$ cat src/rtl/sap_pkg.sv
// Shared opcode constants for the SAP-style controller and anything that
// needs to speak its instruction set (decoder, sequencer, benches).
package sap_pkg;

  localparam logic [3:0] OP_LDA = 4'b0000;
  localparam logic [3:0] OP_ADD = 4'b0001;
  localparam logic [3:0] OP_SUB = 4'b0010;
  localparam logic [3:0] OP_OUT = 4'b1110;
  localparam logic [3:0] OP_HLT = 4'b1111;

endpackage

$ cat src/rtl/instruction_decoder.sv
// Opcode decoder for the SAP controller: zero-latency decode of the
// instruction-register opcode nibble, plus a sticky halt flop and a sticky
// "illegal opcode seen" flop. Once halted, every decode is suppressed and the
// clock gate is held off until clr.
module instruction_decoder #(
  parameter logic [3:0] OP_LDA = sap_pkg::OP_LDA,
  parameter logic [3:0] OP_ADD = sap_pkg::OP_ADD,
  parameter logic [3:0] OP_SUB = sap_pkg::OP_SUB,
  parameter logic [3:0] OP_OUT = sap_pkg::OP_OUT,
  parameter logic [3:0] OP_HLT = sap_pkg::OP_HLT
) (
  input  logic       clk,
  input  logic       clr,
  input  logic [3:0] op_code,
  output logic       lda,
  output logic       add,
  output logic       sub,
  output logic       out,
  output logic       low_halt,
  output logic       illegal,
  output logic       halted,
  output logic       err_seen
);

  logic haltedQ, haltedD;
  logic errSeenQ, errSeenD;

  // Decode the opcode; a priority chain keeps the strobes one-hot even if
  // the parameters are overridden with colliding values.
  always_comb begin
    lda      = 1'b0;
    add      = 1'b0;
    sub      = 1'b0;
    out      = 1'b0;
    illegal  = 1'b0;
    low_halt = 1'b1;
    if (haltedQ || (op_code == OP_HLT)) begin
      low_halt = 1'b0;
    end
    if (!haltedQ) begin
      if (op_code == OP_LDA) begin
        lda = 1'b1;
      end else if (op_code == OP_ADD) begin
        add = 1'b1;
      end else if (op_code == OP_SUB) begin
        sub = 1'b1;
      end else if (op_code == OP_OUT) begin
        out = 1'b1;
      end else if (op_code != OP_HLT) begin
        illegal = 1'b1;
      end
    end
  end

  // Next-state for the sticky flags: they only ever set, clr clears them.
  always_comb begin
    haltedD  = haltedQ || (op_code == OP_HLT);
    errSeenD = errSeenQ || illegal;
  end

  // Sticky halt and error flops; clr releases them without waiting for clk.
  always_ff @(posedge clk or posedge clr) begin
    if (clr) begin
      haltedQ  <= 1'b0;
      errSeenQ <= 1'b0;
    end else begin
      haltedQ  <= haltedD;
      errSeenQ <= errSeenD;
    end
  end

  assign halted   = haltedQ;
  assign err_seen = errSeenQ;

endmodule

$ cat config.mk
export PLATFORM = sky130hd
export DESIGN_NAME = instruction_decoder
export DESIGN_NICKNAME = d
export VERILOG_FILES = /design/src/rtl/sap_pkg.sv /design/src/rtl/instruction_decoder.sv
export SDC_FILE = /design/constraint.sdc
export NUM_CORES = 1
export LEC_CHECK = 0
export BUFFER_PORTS_ARGS = -buffer_cell sky130_fd_sc_hd__buf_2
export CAP_MARGIN = 20
export CORE_AREA = 2 2 39 41
export DETAILED_ROUTE_END_ITERATION = 12
export DIE_AREA = 0 0 41 43
export SLEW_MARGIN = 40
export SYNTH_ARGS = -nofsm -noshare
export SYNTH_HDL_FRONTEND = slang
export SYNTH_SLANG_ARGS = --single-unit
$ cat constraint.sdc
create_clock -name clk -period 0.9 [get_ports clk]
set_input_delay 0.135 -clock clk [delete_from_list [all_inputs] [get_ports clk]]
set_output_delay 0.135 -clock clk [all_outputs]
set_load 0.05 [all_outputs]
==> flow_summary.ini <==
[run_status]
status = complete, but fails checks
violations = negative setup slack

[detailed_routing]
ant_nets = 0
drtIter0Drc = 1
dr_total_vias = 232
avgViaCountPerCell = 3.93
drc_errors = 0
dr.pass1.iters = 2
wl_microns = 675
wl_per_cell_microns = 11.4

[synthesis]
synth_cells = 16
postSynthAreaPerCell_sq_um = 9.23
yosysWarnings = 0
synth-seq-area-share = 0.339
synth_nets = 22
ys_ff_latch = 2
synth_area_sq_um = 148
synth.distinct_cells = 14

[global_routing]
grt_pass1_vias = 217
grt_max_degree = 6
grt_pass1_wl_microns = 979
antenna_found_initial = 0
grt_usage = 0.0934
grt-ovfl-total = 0

[flow_run]
maxCapViolations = 0

[die]
die_w_microns = 41
start_util = 0.107
fp.coreArea_sq_um = 1380
dieArea_sq_um = 1760
std_cell_rows = 14
ioPinCount = 14
fp.dieH_microns = 43

[setup_path]
r2r_end = halted
critical_path.top_delay_family = flip-flops
worst_setup_path_end_kind = primary output
worstPathRequired_ps = 760
rrSetupSlack_ps = -270
cp_num_buf_inv = 1
ff2ff_path_depth = 4
worst_path_max_delay_cell = dfrtp_4
cp_slowest_stage_delay_ps = 510
r2r_start = halted
cp_max_fo = 3
critical_path_arrival_ps = 1250
cp_cell_sequence = nor4_4 > nor2b_4 > buf_6
worstSetupStartpointType = flip-flop
critPathKind = reg -> out

[final_layout]
layout-drive-gt1-share = 0.837
multi_input_area_sq_um = 171
area_growth_pct = 237
num_antenna_cells = 0
regArea_sq_um = 53.8
fillers = 144
fin_nets = 50

[cts]
cts_buffer_depth = 2
cts_root_buffer = clkbuf_4
cts.sinks = 2
cts_buffers = 3
htree_num_levels = 1
clkTransAtPathRegs_ps = 30
clk_latency_ps = 230
cts_tree = yes

[placed_design]
dp_hpwl_microns = 451
io_buffers = 13
place_congestion = 0.659

[timing]
clock_skew_ps = 5.07
post-route-period-util = 1.54
layout_setup_ws_ps = -489
setup_violations = 9
slew_viol_final = 0
fmax_mhz = 720
rsz0062_at_grt = true
hold_viol = 0
fin_setup_tns_ps = -3580
fin_crit_ps = 1390
slew_headroom = 0.839
worstMarginPinSlew_ps = 240

[power_and_ir_drop]
ir_drop_uv = 522
p_leak_nw = 0.215
power_mw = 0.482
p_per_area_nw_per_um2 = 967

[worst_hold_path]
hp-class = in -> async
registers in the layout, summed over array words and instances, names as in the netlist:
register and flops:
halted 1, err_seen 1
synthesized netlist by cell type:
cell / count / share of area
nor3_1: 1 / 0.034
a21oi_1: 1 / 0.034
nand2b_1: 1 / 0.042
nor3b_1: 1 / 0.051
and3_4: 1 / 0.076
and2_1: 1 / 0.042
dfrtp_1: 2 / 0.34
a21o_2: 1 / 0.059
nor4_2: 1 / 0.085
nor4_1: 1 / 0.042
nor2b_1: 1 / 0.042
o31ai_1: 1 / 0.051
a211oi_1: 1 / 0.051
inv_1: 2 / 0.051
metal layers:
metal / global-route usage / up-vias / share of wire
met1: 0.103 / 105 / 0.43
li1: - / 113 / -
met3: 0.105 / 0 / 0.12
met2: 0.119 / 14 / 0.45
met4: 0.0200 / 0 / 0
met5: 0 / - / 0
worst min-delay path, delay by kind of cell:
| kind | cells | cell delay [ps] |
|---|---|---|
| buffers and inverters | 3 | 720 |
stage by stage:
stage	worst slack, ps	hold WS [ps]	cells	cell area (sq um)	utilization
global route	-526	309	59	498	0.360
global placement	-327	-11.4	51	333	0.241
detailed placement	-340	-10.2	51	333	0.241
floorplan	-459	-124	16	203	-
finish	-489	301	59	498	0.360
CTS	-477	298	58	459	0.332
layout by cell type (no fill, tap or decap), types with 2 or more instances in the layout:
cell type,n
inv_1,2
buf_8,3
clkbuf_4,3
buf_6,9
buf_4,5
buf_2,5
nor4_4,2
report_power, final:
part / leakage [nW] / internal, mW / total [mW] / switching [mW]
clock: 0.0150 / 0.165 / 0.222 / 0.0571
combinational: 0.182 / 0.0737 / 0.159 / 0.0853
sequential: 0.0179 / 0.0946 / 0.100 / 0.00572
total: 0.215 / 0.333 / 0.482 / 0.148
repair_timing:
action                     in CTS  in global routing
cloned                          0                  0
hold endpoints to repair        2                  0
gates resized for setup        21                  6
setup endpoints to repair      10                 10
pin swaps                       2                  0
hold buffers                    1                  0
buffers inserted                2                  1
area by class of cell:
type | instances | area share
Multi-Input combinational cell | 12 | 0.344
Sequential cell | 2 | 0.108
Timing Repair Buffer | 23 | 0.440
Clock buffer | 4 | 0.0528
Inverter | 2 | 0.0151
Tap cell | 16 | 0.0402
cell families after synthesis:
| family | after synthesis | share of synthesized area |
|---|---|---|
| compound gates | 4 | 0.195 |
| buf+inv | 2 | 0.0509 |
| flops | 2 | 0.339 |
| simple gates | 8 | 0.415 |
worst max path at each step:
stage / slack (ps) / cells past startpoint / endpoint / from
finish: -490 / 3 / lda / halted
global route: -530 / 3 / lda / halted
CTS: -480 / 3 / lda / halted
floorplan: -460 / 1 / add / halted
global placement: -330 / 3 / sub / halted
detailed placement: -340 / 3 / lda / halted
(Power assumes the default switching activity.)
